[config.mk]
export PLATFORM = sky130hd
export DESIGN_NAME = control_multi_flat
export DESIGN_NICKNAME = d
export VERILOG_FILES = /design/src/rtl/control_multi_pkg.sv /design/src/rtl/control_multi_if.sv /design/src/rtl/control_multi_alu_op_decode.sv /design/src/rtl/control_multi.sv /design/src/flat_wrapper.sv
export SDC_FILE = /design/constraint.sdc
export NUM_CORES = 1
export LEC_CHECK = 0
export ABC_AREA = 1
export CORE_ASPECT_RATIO = 1.1
export CORE_UTILIZATION = 43
export CTS_BUF_LIST = sky130_fd_sc_hd__clkbuf_8
export DETAILED_ROUTE_END_ITERATION = 12
export GPL_TIMING_DRIVEN = 0
export PLACE_DENSITY = 0.89
export SYNTH_ARGS = -nofsm -noshare
export SYNTH_HDL_FRONTEND = slang
export SYNTH_SLANG_ARGS = --single-unit
[constraint.sdc]
create_clock -name iCLK -period 1.86 [get_ports iCLK]
set_input_delay 0.279 -clock iCLK [delete_from_list [all_inputs] [get_ports iCLK]]
set_output_delay 0.279 -clock iCLK [all_outputs]
set_load 0.01 [all_outputs]
[src/rtl/control_multi_pkg.sv]
// rtl/control_multi_pkg.sv - shared encodings for the multicycle RV32I control unit
// Contents: FSM state codes, opcode/funct3/funct7 constants, ALU operation
// codes, datapath mux-select encodings, the control-strobe bundle type and a
// funct3 legality helper for load/store/branch.
package control_multi_pkg;

  typedef enum logic [5:0] {
    S_FETCH     = 6'd0,
    S_DECODE    = 6'd1,
    S_EXE_R     = 6'd2,
    S_EXE_I     = 6'd3,
    S_EXE_LUI   = 6'd4,
    S_EXE_AUIPC = 6'd5,
    S_ALU_WB    = 6'd6,
    S_ADDR      = 6'd7,
    S_LOAD_MEM  = 6'd8,
    S_LOAD_WB   = 6'd9,
    S_STORE_MEM = 6'd10,
    S_BRANCH    = 6'd11,
    S_JAL       = 6'd12,
    S_JALR      = 6'd13,
    S_CSR_EXE   = 6'd14,
    S_CSR_WB    = 6'd15,
    S_ECALL     = 6'd16,
    S_URET      = 6'd17,
    S_INVALID   = 6'd18
  } state_e;

  localparam logic [6:0] OPC_RTYPE  = 7'b0110011;
  localparam logic [6:0] OPC_ITYPE  = 7'b0010011;
  localparam logic [6:0] OPC_LUI    = 7'b0110111;
  localparam logic [6:0] OPC_AUIPC  = 7'b0010111;
  localparam logic [6:0] OPC_LOAD   = 7'b0000011;
  localparam logic [6:0] OPC_STORE  = 7'b0100011;
  localparam logic [6:0] OPC_BRANCH = 7'b1100011;
  localparam logic [6:0] OPC_JAL    = 7'b1101111;
  localparam logic [6:0] OPC_JALR   = 7'b1100111;
  localparam logic [6:0] OPC_FENCE  = 7'b0001111;
  localparam logic [6:0] OPC_SYSTEM = 7'b1110011;

  localparam logic [2:0] F3_ADD_SUB = 3'b000;
  localparam logic [2:0] F3_SLL     = 3'b001;
  localparam logic [2:0] F3_SLT     = 3'b010;
  localparam logic [2:0] F3_SLTU    = 3'b011;
  localparam logic [2:0] F3_XOR     = 3'b100;
  localparam logic [2:0] F3_SR      = 3'b101;
  localparam logic [2:0] F3_OR      = 3'b110;

  localparam logic [2:0] F3_PRIV    = 3'b000;
  localparam logic [2:0] F3_CSRRW   = 3'b001;
  localparam logic [2:0] F3_CSRRS   = 3'b010;
  localparam logic [2:0] F3_CSRRC   = 3'b011;
  localparam logic [2:0] F3_SYSRSVD = 3'b100;
  localparam logic [2:0] F3_CSRRWI  = 3'b101;
  localparam logic [2:0] F3_CSRRSI  = 3'b110;
  localparam logic [2:0] F3_CSRRCI  = 3'b111;

  localparam logic [6:0] F7_BASE = 7'b0000000;
  localparam logic [6:0] F7_ALT  = 7'b0100000;

  localparam logic [11:0] IMM_ECALL = 12'h000;
  localparam logic [11:0] IMM_URET  = 12'h002;

  localparam logic [4:0] ALU_ADD  = 5'd0;
  localparam logic [4:0] ALU_SUB  = 5'd1;
  localparam logic [4:0] ALU_AND  = 5'd2;
  localparam logic [4:0] ALU_OR   = 5'd3;
  localparam logic [4:0] ALU_XOR  = 5'd4;
  localparam logic [4:0] ALU_SLL  = 5'd5;
  localparam logic [4:0] ALU_SRL  = 5'd6;
  localparam logic [4:0] ALU_SRA  = 5'd7;
  localparam logic [4:0] ALU_SLT  = 5'd8;
  localparam logic [4:0] ALU_SLTU = 5'd9;
  localparam logic [4:0] ALU_CLR  = 5'd10;  // ~A & B

  localparam logic [2:0] A_REG    = 3'b000;
  localparam logic [2:0] A_PC     = 3'b001;
  localparam logic [2:0] A_PCBACK = 3'b010;
  localparam logic [2:0] A_IMM    = 3'b011;
  localparam logic [2:0] A_NOT    = 3'b100;
  localparam logic [2:0] A_ZERO   = 3'b101;

  localparam logic [2:0] B_REG  = 3'b000;
  localparam logic [2:0] B_FOUR = 3'b001;
  localparam logic [2:0] B_IMM  = 3'b010;
  localparam logic [2:0] B_CSR  = 3'b011;
  localparam logic [2:0] B_ZERO = 3'b100;

  localparam logic [2:0] M2R_ALUOUT = 3'b000;
  localparam logic [2:0] M2R_PC     = 3'b001;
  localparam logic [2:0] M2R_MDR    = 3'b010;
  localparam logic [2:0] M2R_CSR    = 3'b100;

  localparam logic [2:0] PC_ALU    = 3'b000;
  localparam logic [2:0] PC_ALUOUT = 3'b001;
  localparam logic [2:0] PC_JALR   = 3'b010;
  localparam logic [2:0] PC_UTVEC  = 3'b011;
  localparam logic [2:0] PC_UEPC   = 3'b100;

  typedef struct packed {
    logic       escreve_ir;
    logic       escreve_pc;
    logic       escreve_pc_cond;
    logic       escreve_pc_back;
    logic [2:0] orig_a;
    logic [2:0] orig_b;
    logic [2:0] mem2reg;
    logic [2:0] orig_pc;
    logic       iord;
    logic       reg_write;
    logic       csr_write;
    logic       mem_write;
    logic       mem_read;
    logic [4:0] alu_op;
    logic       ecall;
    logic       inv;
  } ctrl_t;

  // Rejects the funct3 holes RV32I leaves in load, store and branch.
  function automatic logic funct3_legal(input logic [6:0] opcode, input logic [2:0] funct3);
    logic ok;
    ok = 1'b1;
    case (opcode)
      OPC_LOAD:   ok = (funct3 != 3'b011) && (funct3 != 3'b110) && (funct3 != 3'b111);
      OPC_STORE:  ok = (funct3 <= 3'b010);
      OPC_BRANCH: ok = (funct3 != 3'b010) && (funct3 != 3'b011);
      default:    ok = 1'b1;
    endcase
    return ok;
  endfunction

endpackage

[src/rtl/control_multi_if.sv]
// rtl/control_multi_if.sv - control bundle between control unit and datapath
// iInstr: IR contents into the control unit.
// oState and o* strobes/selects: control unit outputs to datapath and exception logic.
interface control_multi_if;
  logic [31:0] iInstr;
  logic [5:0]  oState;
  logic        oEscreveIR;
  logic        oEscrevePC;
  logic        oEscrevePCCond;
  logic        oEscrevePCBack;
  logic [2:0]  oOrigAULA;
  logic [2:0]  oOrigBULA;
  logic [2:0]  oMem2Reg;
  logic [2:0]  oOrigPC;
  logic        oIouD;
  logic        oRegWrite;
  logic        oCSRegWrite;
  logic        oMemWrite;
  logic        oMemRead;
  logic [4:0]  oALUControl;
  logic        oEcall;
  logic        oInvInstruction;

  modport master (
    input  iInstr,
    output oState, oEscreveIR, oEscrevePC, oEscrevePCCond, oEscrevePCBack,
    output oOrigAULA, oOrigBULA, oMem2Reg, oOrigPC, oIouD,
    output oRegWrite, oCSRegWrite, oMemWrite, oMemRead, oALUControl,
    output oEcall, oInvInstruction
  );

  modport slave (
    output iInstr,
    input  oState, oEscreveIR, oEscrevePC, oEscrevePCCond, oEscrevePCBack,
    input  oOrigAULA, oOrigBULA, oMem2Reg, oOrigPC, oIouD,
    input  oRegWrite, oCSRegWrite, oMemWrite, oMemRead, oALUControl,
    input  oEcall, oInvInstruction
  );
endinterface

[src/rtl/control_multi_alu_op_decode.sv]
// rtl/control_multi_alu_op_decode.sv - ALU operation and legality decode for OP / OP-IMM
// opcode_i, funct3_i, funct7_i: instruction fields.
// alu_op_o: ALU operation code; valid_o: 1 when the encoding is a legal RV32I OP/OP-IMM.
module control_multi_alu_op_decode
  import control_multi_pkg::*;
(
  input  logic [6:0] opcode_i,
  input  logic [2:0] funct3_i,
  input  logic [6:0] funct7_i,
  output logic [4:0] alu_op_o,
  output logic       valid_o
);

  logic is_r;
  logic is_i;

  assign is_r = (opcode_i == OPC_RTYPE);
  assign is_i = (opcode_i == OPC_ITYPE);

  always_comb begin
    alu_op_o = ALU_ADD;
    valid_o  = 1'b0;
    if (is_r || is_i) begin
      case (funct3_i)
        F3_ADD_SUB: alu_op_o = (is_r && funct7_i[5]) ? ALU_SUB : ALU_ADD;
        F3_SLL:     alu_op_o = ALU_SLL;
        F3_SLT:     alu_op_o = ALU_SLT;
        F3_SLTU:    alu_op_o = ALU_SLTU;
        F3_XOR:     alu_op_o = ALU_XOR;
        F3_SR:      alu_op_o = funct7_i[5] ? ALU_SRA : ALU_SRL;
        F3_OR:      alu_op_o = ALU_OR;
        default:    alu_op_o = ALU_AND;
      endcase
      // OP-IMM carries immediate bits in funct7 except for the shifts.
      if (is_r) begin
        valid_o = (funct7_i == F7_BASE) ||
                  ((funct7_i == F7_ALT) && ((funct3_i == F3_ADD_SUB) || (funct3_i == F3_SR)));
      end else if (funct3_i == F3_SLL) begin
        valid_o = (funct7_i == F7_BASE);
      end else if (funct3_i == F3_SR) begin
        valid_o = (funct7_i == F7_BASE) || (funct7_i == F7_ALT);
      end else begin
        valid_o = 1'b1;
      end
    end
  end

endmodule

[src/rtl/control_multi.sv]
// rtl/control_multi.sv - multicycle RV32I control FSM driving datapath strobes and selects
// iCLK: core clock. iRST: synchronous active-low reset.
// bus (master): iInstr in; oState, write enables, mux selects, ALU code and
// ecall/illegal flags out, all decoded from the current state and iInstr.
module control_multi (
  input  logic            iCLK,
  input  logic            iRST,
  control_multi_if.master bus
);
  import control_multi_pkg::*;

  logic [6:0]  opcode;
  logic [2:0]  funct3;
  logic [6:0]  funct7;
  logic [4:0]  rs1;
  logic [4:0]  rd;
  logic [11:0] imm12;

  assign opcode = bus.iInstr[6:0];
  assign rd     = bus.iInstr[11:7];
  assign funct3 = bus.iInstr[14:12];
  assign rs1    = bus.iInstr[19:15];
  assign funct7 = bus.iInstr[31:25];
  assign imm12  = bus.iInstr[31:20];

  state_e     state_q;
  state_e     state_d;
  ctrl_t      ctrl;
  ctrl_t      ctrl_gated;
  logic [4:0] dec_alu_op;
  logic       dec_valid;
  logic       sys_plain;

  // ecall/uret are only those encodings with rd and rs1 both x0.
  assign sys_plain = (rd == 5'd0) && (rs1 == 5'd0);

  control_multi_alu_op_decode u_alu_op_decode (
    .opcode_i (opcode),
    .funct3_i (funct3),
    .funct7_i (funct7),
    .alu_op_o (dec_alu_op),
    .valid_o  (dec_valid)
  );

  always_comb begin
    state_d = S_FETCH;
    case (state_q)
      S_FETCH: state_d = S_DECODE;
      S_DECODE: begin
        case (opcode)
          OPC_RTYPE:  state_d = dec_valid ? S_EXE_R : S_INVALID;
          OPC_ITYPE:  state_d = dec_valid ? S_EXE_I : S_INVALID;
          OPC_LUI:    state_d = S_EXE_LUI;
          OPC_AUIPC:  state_d = S_EXE_AUIPC;
          OPC_LOAD,
          OPC_STORE:  state_d = funct3_legal(opcode, funct3) ? S_ADDR : S_INVALID;
          OPC_BRANCH: state_d = funct3_legal(opcode, funct3) ? S_BRANCH : S_INVALID;
          OPC_JAL:    state_d = S_JAL;
          OPC_JALR:   state_d = S_JALR;
          OPC_FENCE:  state_d = S_FETCH;
          OPC_SYSTEM: begin
            if (funct3 == F3_PRIV) begin
              if (sys_plain && (imm12 == IMM_ECALL))     state_d = S_ECALL;
              else if (sys_plain && (imm12 == IMM_URET)) state_d = S_URET;
              else                                       state_d = S_INVALID;
            end else if (funct3 == F3_SYSRSVD) begin
              state_d = S_INVALID;
            end else begin
              state_d = S_CSR_EXE;
            end
          end
          default:    state_d = S_INVALID;
        endcase
      end
      S_EXE_R, S_EXE_I, S_EXE_LUI, S_EXE_AUIPC: state_d = S_ALU_WB;
      S_ADDR:     state_d = (opcode == OPC_STORE) ? S_STORE_MEM : S_LOAD_MEM;
      S_LOAD_MEM: state_d = S_LOAD_WB;
      S_CSR_EXE:  state_d = S_CSR_WB;
      default:    state_d = S_FETCH;
    endcase
  end

  always_ff @(posedge iCLK) begin
    if (!iRST) state_q <= S_FETCH;
    else       state_q <= state_d;
  end

  always_comb begin
    ctrl        = '0;
    ctrl.alu_op = ALU_ADD;
    case (state_q)
      S_FETCH: begin
        ctrl.iord            = 1'b0;
        ctrl.mem_read        = 1'b1;
        ctrl.escreve_ir      = 1'b1;
        ctrl.escreve_pc_back = 1'b1;
        ctrl.orig_a          = A_PC;
        ctrl.orig_b          = B_FOUR;
        ctrl.orig_pc         = PC_ALU;
        ctrl.escreve_pc      = 1'b1;
      end
      // ALUOut captures PCBack+Imm here so BRANCH/JAL find their target ready.
      S_DECODE: begin
        ctrl.orig_a = A_PCBACK;
        ctrl.orig_b = B_IMM;
      end
      S_EXE_R: begin
        ctrl.orig_a = A_REG;
        ctrl.orig_b = B_REG;
        ctrl.alu_op = dec_alu_op;
      end
      S_EXE_I: begin
        ctrl.orig_a = A_REG;
        ctrl.orig_b = B_IMM;
        ctrl.alu_op = dec_alu_op;
      end
      S_EXE_LUI: begin
        ctrl.orig_a = A_ZERO;
        ctrl.orig_b = B_IMM;
      end
      S_EXE_AUIPC: begin
        ctrl.orig_a = A_PCBACK;
        ctrl.orig_b = B_IMM;
      end
      S_ALU_WB: begin
        ctrl.mem2reg   = M2R_ALUOUT;
        ctrl.reg_write = 1'b1;
      end
      S_ADDR: begin
        ctrl.orig_a = A_REG;
        ctrl.orig_b = B_IMM;
      end
      S_LOAD_MEM: begin
        ctrl.iord     = 1'b1;
        ctrl.mem_read = 1'b1;
      end
      S_LOAD_WB: begin
        ctrl.mem2reg   = M2R_MDR;
        ctrl.reg_write = 1'b1;
      end
      S_STORE_MEM: begin
        ctrl.iord      = 1'b1;
        ctrl.mem_write = 1'b1;
      end
      S_BRANCH: begin
        ctrl.escreve_pc_cond = 1'b1;
        ctrl.orig_pc         = PC_ALUOUT;
      end
      // PC already holds PCBack+4 from FETCH, so it is the link value.
      S_JAL: begin
        ctrl.mem2reg    = M2R_PC;
        ctrl.reg_write  = 1'b1;
        ctrl.orig_pc    = PC_ALUOUT;
        ctrl.escreve_pc = 1'b1;
      end
      S_JALR: begin
        ctrl.orig_a     = A_REG;
        ctrl.orig_b     = B_IMM;
        ctrl.orig_pc    = PC_JALR;
        ctrl.escreve_pc = 1'b1;
        ctrl.mem2reg    = M2R_PC;
        ctrl.reg_write  = 1'b1;
      end
      S_CSR_EXE: begin
        case (funct3)
          F3_CSRRW: begin
            ctrl.orig_a = A_REG;
            ctrl.orig_b = B_ZERO;
          end
          F3_CSRRS: begin
            ctrl.orig_a = A_REG;
            ctrl.orig_b = B_CSR;
            ctrl.alu_op = ALU_OR;
          end
          F3_CSRRC: begin
            ctrl.orig_a = A_NOT;
            ctrl.orig_b = B_CSR;
            ctrl.alu_op = ALU_AND;
          end
          F3_CSRRWI: begin
            ctrl.orig_a = A_IMM;
            ctrl.orig_b = B_ZERO;
          end
          F3_CSRRSI: begin
            ctrl.orig_a = A_IMM;
            ctrl.orig_b = B_CSR;
            ctrl.alu_op = ALU_OR;
          end
          // No A select inverts the immediate, so the ALU does the complement.
          F3_CSRRCI: begin
            ctrl.orig_a = A_IMM;
            ctrl.orig_b = B_CSR;
            ctrl.alu_op = ALU_CLR;
          end
          default: ctrl.alu_op = ALU_ADD;
        endcase
      end
      S_CSR_WB: begin
        ctrl.mem2reg   = M2R_CSR;
        ctrl.reg_write = 1'b1;
        // Set/clear forms (funct3[1]=1) with rs1/zimm = 0 must not touch the CSR.
        ctrl.csr_write = !(funct3[1] && (rs1 == 5'd0));
      end
      S_ECALL: begin
        ctrl.ecall      = 1'b1;
        ctrl.orig_pc    = PC_UTVEC;
        ctrl.escreve_pc = 1'b1;
      end
      S_URET: begin
        ctrl.orig_pc    = PC_UEPC;
        ctrl.escreve_pc = 1'b1;
      end
      S_INVALID: ctrl.inv = 1'b1;
      default:   ctrl.alu_op = ALU_ADD;
    endcase
  end

  // Reset is visible on the outputs immediately, not only after the next edge.
  assign ctrl_gated = iRST ? ctrl : '0;
  assign bus.oState = iRST ? state_q : S_FETCH;

  assign bus.oEscreveIR      = ctrl_gated.escreve_ir;
  assign bus.oEscrevePC      = ctrl_gated.escreve_pc;
  assign bus.oEscrevePCCond  = ctrl_gated.escreve_pc_cond;
  assign bus.oEscrevePCBack  = ctrl_gated.escreve_pc_back;
  assign bus.oOrigAULA       = ctrl_gated.orig_a;
  assign bus.oOrigBULA       = ctrl_gated.orig_b;
  assign bus.oMem2Reg        = ctrl_gated.mem2reg;
  assign bus.oOrigPC         = ctrl_gated.orig_pc;
  assign bus.oIouD           = ctrl_gated.iord;
  assign bus.oRegWrite       = ctrl_gated.reg_write;
  assign bus.oCSRegWrite     = ctrl_gated.csr_write;
  assign bus.oMemWrite       = ctrl_gated.mem_write;
  assign bus.oMemRead        = ctrl_gated.mem_read;
  assign bus.oALUControl     = ctrl_gated.alu_op;
  assign bus.oEcall          = ctrl_gated.ecall;
  assign bus.oInvInstruction = ctrl_gated.inv;

endmodule

[src/flat_wrapper.sv]
// flat-port wrapper written by rule: the top's interface ports become plain ports
module control_multi_flat import control_multi_pkg::*;
  (iCLK, iRST, bus_iInstr, bus_oState, bus_oEscreveIR, bus_oEscrevePC, bus_oEscrevePCCond, bus_oEscrevePCBack, bus_oOrigAULA, bus_oOrigBULA, bus_oMem2Reg, bus_oOrigPC, bus_oIouD, bus_oRegWrite, bus_oCSRegWrite, bus_oMemWrite, bus_oMemRead, bus_oALUControl, bus_oEcall, bus_oInvInstruction);
  control_multi_if bus_i ();
  input  logic iCLK;
  input  logic iRST;
  input wire logic [$bits(bus_i.iInstr)-1:0] bus_iInstr;
  output wire logic [$bits(bus_i.oState)-1:0] bus_oState;
  output wire logic [$bits(bus_i.oEscreveIR)-1:0] bus_oEscreveIR;
  output wire logic [$bits(bus_i.oEscrevePC)-1:0] bus_oEscrevePC;
  output wire logic [$bits(bus_i.oEscrevePCCond)-1:0] bus_oEscrevePCCond;
  output wire logic [$bits(bus_i.oEscrevePCBack)-1:0] bus_oEscrevePCBack;
  output wire logic [$bits(bus_i.oOrigAULA)-1:0] bus_oOrigAULA;
  output wire logic [$bits(bus_i.oOrigBULA)-1:0] bus_oOrigBULA;
  output wire logic [$bits(bus_i.oMem2Reg)-1:0] bus_oMem2Reg;
  output wire logic [$bits(bus_i.oOrigPC)-1:0] bus_oOrigPC;
  output wire logic [$bits(bus_i.oIouD)-1:0] bus_oIouD;
  output wire logic [$bits(bus_i.oRegWrite)-1:0] bus_oRegWrite;
  output wire logic [$bits(bus_i.oCSRegWrite)-1:0] bus_oCSRegWrite;
  output wire logic [$bits(bus_i.oMemWrite)-1:0] bus_oMemWrite;
  output wire logic [$bits(bus_i.oMemRead)-1:0] bus_oMemRead;
  output wire logic [$bits(bus_i.oALUControl)-1:0] bus_oALUControl;
  output wire logic [$bits(bus_i.oEcall)-1:0] bus_oEcall;
  output wire logic [$bits(bus_i.oInvInstruction)-1:0] bus_oInvInstruction;
  assign bus_i.iInstr = bus_iInstr;
  assign bus_oState = bus_i.oState;
  assign bus_oEscreveIR = bus_i.oEscreveIR;
  assign bus_oEscrevePC = bus_i.oEscrevePC;
  assign bus_oEscrevePCCond = bus_i.oEscrevePCCond;
  assign bus_oEscrevePCBack = bus_i.oEscrevePCBack;
  assign bus_oOrigAULA = bus_i.oOrigAULA;
  assign bus_oOrigBULA = bus_i.oOrigBULA;
  assign bus_oMem2Reg = bus_i.oMem2Reg;
  assign bus_oOrigPC = bus_i.oOrigPC;
  assign bus_oIouD = bus_i.oIouD;
  assign bus_oRegWrite = bus_i.oRegWrite;
  assign bus_oCSRegWrite = bus_i.oCSRegWrite;
  assign bus_oMemWrite = bus_i.oMemWrite;
  assign bus_oMemRead = bus_i.oMemRead;
  assign bus_oALUControl = bus_i.oALUControl;
  assign bus_oEcall = bus_i.oEcall;
  assign bus_oInvInstruction = bus_i.oInvInstruction;
  control_multi u_core (.iCLK(iCLK), .iRST(iRST), .bus(bus_i));
endmodule
==> insert_results.sql <==
INSERT INTO impl_metrics (metric_group, metric, value, unit) VALUES
('setup_path', 'reg2regPathDepth', '9', ''),
('clocking', 'root_buffer', 'sky130_fd_sc_hd__clkbuf_8', ''),
('die', 'start_util', '46.4', '%'),
('sta', 'fin_tns_setup', '-0.0453', 'ns'),
('worst_hold_path', 'hold_class', 'in -> reg', ''),
('grt', 'grt_antenna_before_repair', '0', ''),
('grt', 'first_pass_grt_wire_length', '7430', 'µm'),
('synthesis', 'syn_area', '1180', 'µm²'),
('synthesis', 'yosys_register_bits', '5', ''),
('clocking', 'clock_tree_from_tritoncts', 'yes', ''),
('die', 'die-area', '2960', 'µm²'),
('finish', 'largest_register_ffs', '5', ''),
('die', 'core_region_area', '2540', 'µm²'),
('finish', 'antennaDiodeCount', '0', ''),
('pwr', 'worst_vdd_ir', '0.711', 'mV'),
('setup_path', 'worst_setup_path_end_kind', 'output port', ''),
('clocking', 'tritoncts_num_sinks', '5', ''),
('detailed_routing', 'total_detailed_routing_wirelength', '5220', 'µm'),
('pwr', 'comb_power_share', '75.8', '%'),
('detailed_routing', 'drt-pass1-iter-count', '5', ''),
('setup_path', 'worst_ep_required_time', '1.58', 'ns'),
('pwr', 'leakage', '1.20', 'nW'),
('sta', 'setup_violations', '3', ''),
('finish', 'finish.net_count', '364', ''),
('synthesis', 'ys_warn_count', '0', ''),
('place', 'gp_congestion', '0.935', ''),
('synthesis', 'synth_top_cells_by_area', 'sky130_fd_sc_hd__nand2_1 (17%), sky130_fd_sc_hd__nor2_1 (15%), sky130_fd_sc_hd__inv_1 (9.2%), sky130_fd_sc_hd__nand3_1 (8.9%), sky130_fd_sc_hd__dfxtp_1 (8.5%)', ''),
('grt', 'maximum_number_of_pins_on_one_net_before_global_route_repair', '11', ''),
('setup_path', 'crit_reg_reg_startpoint', 'u_core.state_q[1]', ''),
('synthesis', 'synth_edf_count', '0', ''),
('die', 'die_h', '57.0', 'µm'),
('setup_path', 'critical_path.reg2reg.endpoint', 'u_core.state_q[1]', ''),
('place', 'io_buffers', '64', ''),
('die', 'number_of_top_level_design_ports', '68', ''),
('pwr', 'share_clk_of_total_power', '12.3', '%'),
('finish', 'layout-drive-gt1-share', '31.9', '%'),
('pwr', 'net-switching-power', '832', 'µW'),
('pwr', 'power.share.sequential', '11.9', '%'),
('setup_path', 'crit_arrival', '1.61', 'ns'),
('finish', 'area_delta_synth_final', '85.6', '%'),
('setup_path', 'cp-start-kind', 'flop', ''),
('clocking', 'hold_bufs_inserted_after_cts', '0', ''),
('grt', 'first_global_vias', '1791', ''),
('synthesis', 'synth_cell_types', '29', ''),
('finish', 'reg.largest.list', 'u_core.state_q x5', ''),
('grt', 'grt_overflow', '0', ''),
('run_status', 'outcome', 'finished, violations left', ''),
('sta', 'finalHoldViolations', '0', ''),
('clocking', 'htree_levels', '1', ''),
('job', 'maxCapViolations', '0', ''),
('sta', 'max_freq', '529', 'MHz'),
('setup_path', 'timing.setup.critical_path_class', 'reg -> out', ''),
('detailed_routing', 'vias_per_cell', '5.52', ''),
('die', 'total_number_of_placement_rows', '19', ''),
('worst_hold_path', 'hold_path_depth', '4', ''),
('clocking', 'cts_made_buffers', '3', ''),
('pwr', 'internal_power', '818', 'µW'),
('sta', 'setup_ws', '-0.0306', 'ns'),
('synthesis', 'postSynth.topFlopCell', 'sky130_fd_sc_hd__dfxtp_1', ''),
('synthesis', 'post-synth-top-count-cell', 'sky130_fd_sc_hd__nand2_1', ''),
('synthesis', 'synthArstFlopShare', '0', '%'),
('sta', 'final_max_slew_viol_count', '0', ''),
('run_status', 'failing_checks', 'negative setup slack', ''),
('clocking', 'clk_pin_slew_worst_paths', '0.03', 'ns'),
('synthesis', 'post-synth-top-area-fraction', '16.5', '%'),
('synthesis', 'post_synth_inst_count', '236', ''),
('synthesis', 'synth_top_area_cell', 'sky130_fd_sc_hd__nand2_1', ''),
('detailed_routing', 'drc_violation_count_after_routing', '0', ''),
('die', 'die_width', '52.0', 'µm'),
('grt', 'grtUsageTotal', '32.2', '%'),
('finish', 'post-route-util', '86.2', '%');
-- metrics by stage --
stage | setup WS [ns] | area [µm²] | power, mW | hold WS, ns | std cells
final | -0.0306 | 2190 | 1.65 | 0.589 | 360
after global routing | -0.106 | 2190 | 1.75 | 0.636 | 360
after CTS | 0.00644 | 2070 | 1.41 | 0.588 | 350
after detailed placement | -0.708 | 1860 | 1.15 | 0.721 | 332
after global placement | -0.710 | 1860 | 1.14 | 0.721 | 332
after floorplan | 0.357 | 1180 | 0.759 | 0.492 | 237
-- worst max-delay path by stage --
stage	to	slack, ns	cells past startpoint
floorplan	bus_oALUControl[0]	0.36	9
global placement	bus_oALUControl[3]	-0.71	6
detailed placement	bus_oALUControl[0]	-0.71	10
CTS	bus_oALUControl[0]	0.006	11
global route	bus_oALUControl[0]	-0.11	10
finish	bus_oOrigBULA[0]	-0.03	10
-- critical path: stages, from the launching register on --
cell and delay (ns):
sky130_fd_sc_hd__dfxtp_2 0.33, sky130_fd_sc_hd__buf_8 0.13, sky130_fd_sc_hd__inv_8 0.05, sky130_fd_sc_hd__nor2_4 0.12, sky130_fd_sc_hd__inv_2 0.07, sky130_fd_sc_hd__nor2_8 0.13, sky130_fd_sc_hd__inv_4 0.05, sky130_fd_sc_hd__nor2_4 0.15
sky130_fd_sc_hd__nor2_1 0.08, sky130_fd_sc_hd__nor2_1 0.14, sky130_fd_sc_hd__buf_2 0.15
-- layout by cell type (no fill, tap or decap), drive strengths merged, types with 9 or more instances in the layout --
master and n:
a21oi 17, buf 41, clkdlybuf4s50 28, dlygate4sd2 16, inv 42, nand2 55, nand3 22, nor2 55
nor3 9, o21ai 10
-- power groups by stage --
stage | sequential, mW | clock (mW) | combinational (mW)
after floorplan | 0.165 | 0 | 0.594
after global routing | 0.199 | 0.214 | 1.33
after detailed placement | 0.172 | 0 | 0.976
final | 0.196 | 0.202 | 1.25
after global placement | 0.171 | 0 | 0.965
after CTS | 0.180 | 0.196 | 1.03
-- area by class of cell --
| type | count | area [µm²] | share of cell area [%] |
|---|---|---|---|
| Buffer | 8 | 78.8 | 3.60 |
| Clock buffer | 3 | 41.3 | 1.88 |
| Clock inverter | 1 | 3.75 | 0.171 |
| Inverter | 42 | 178 | 8.11 |
| Multi-Input combinational cell | 182 | 973 | 44.4 |
| Sequential cell | 5 | 113 | 5.14 |
| Tap cell | 31 | 38.8 | 1.77 |
| Timing Repair Buffer | 88 | 766 | 34.9 |
-- logic make-up after synthesis --
logic type / after synthesis / synth area share, %
AOI/OAI and AO/OA: 33 / 16.4
DFF: 5 / 8.47
other: 1 / 0.317
buffers and inverters: 50 / 17.5
and+or+nand+nor: 147 / 57.3
-- what timing repair did --
item	4_1_cts	5_1_grt
setup endpoints to repair	31	20
setup buffers	14	11
pin swaps	8	11
gates resized for setup	105	27
-- metal layers --
metal | GRT usage (%) | wire length, µm | up-vias
met5 | 0 | 0 | -
met4 | 17.0 | 240 | 0
met3 | 5.33 | 440 | 33
met2 | 59.7 | 2670 | 147
met1 | 33.3 | 1870 | 877
li1 | - | - | 930
Note: power is estimated with default switching activity, not from simulation.
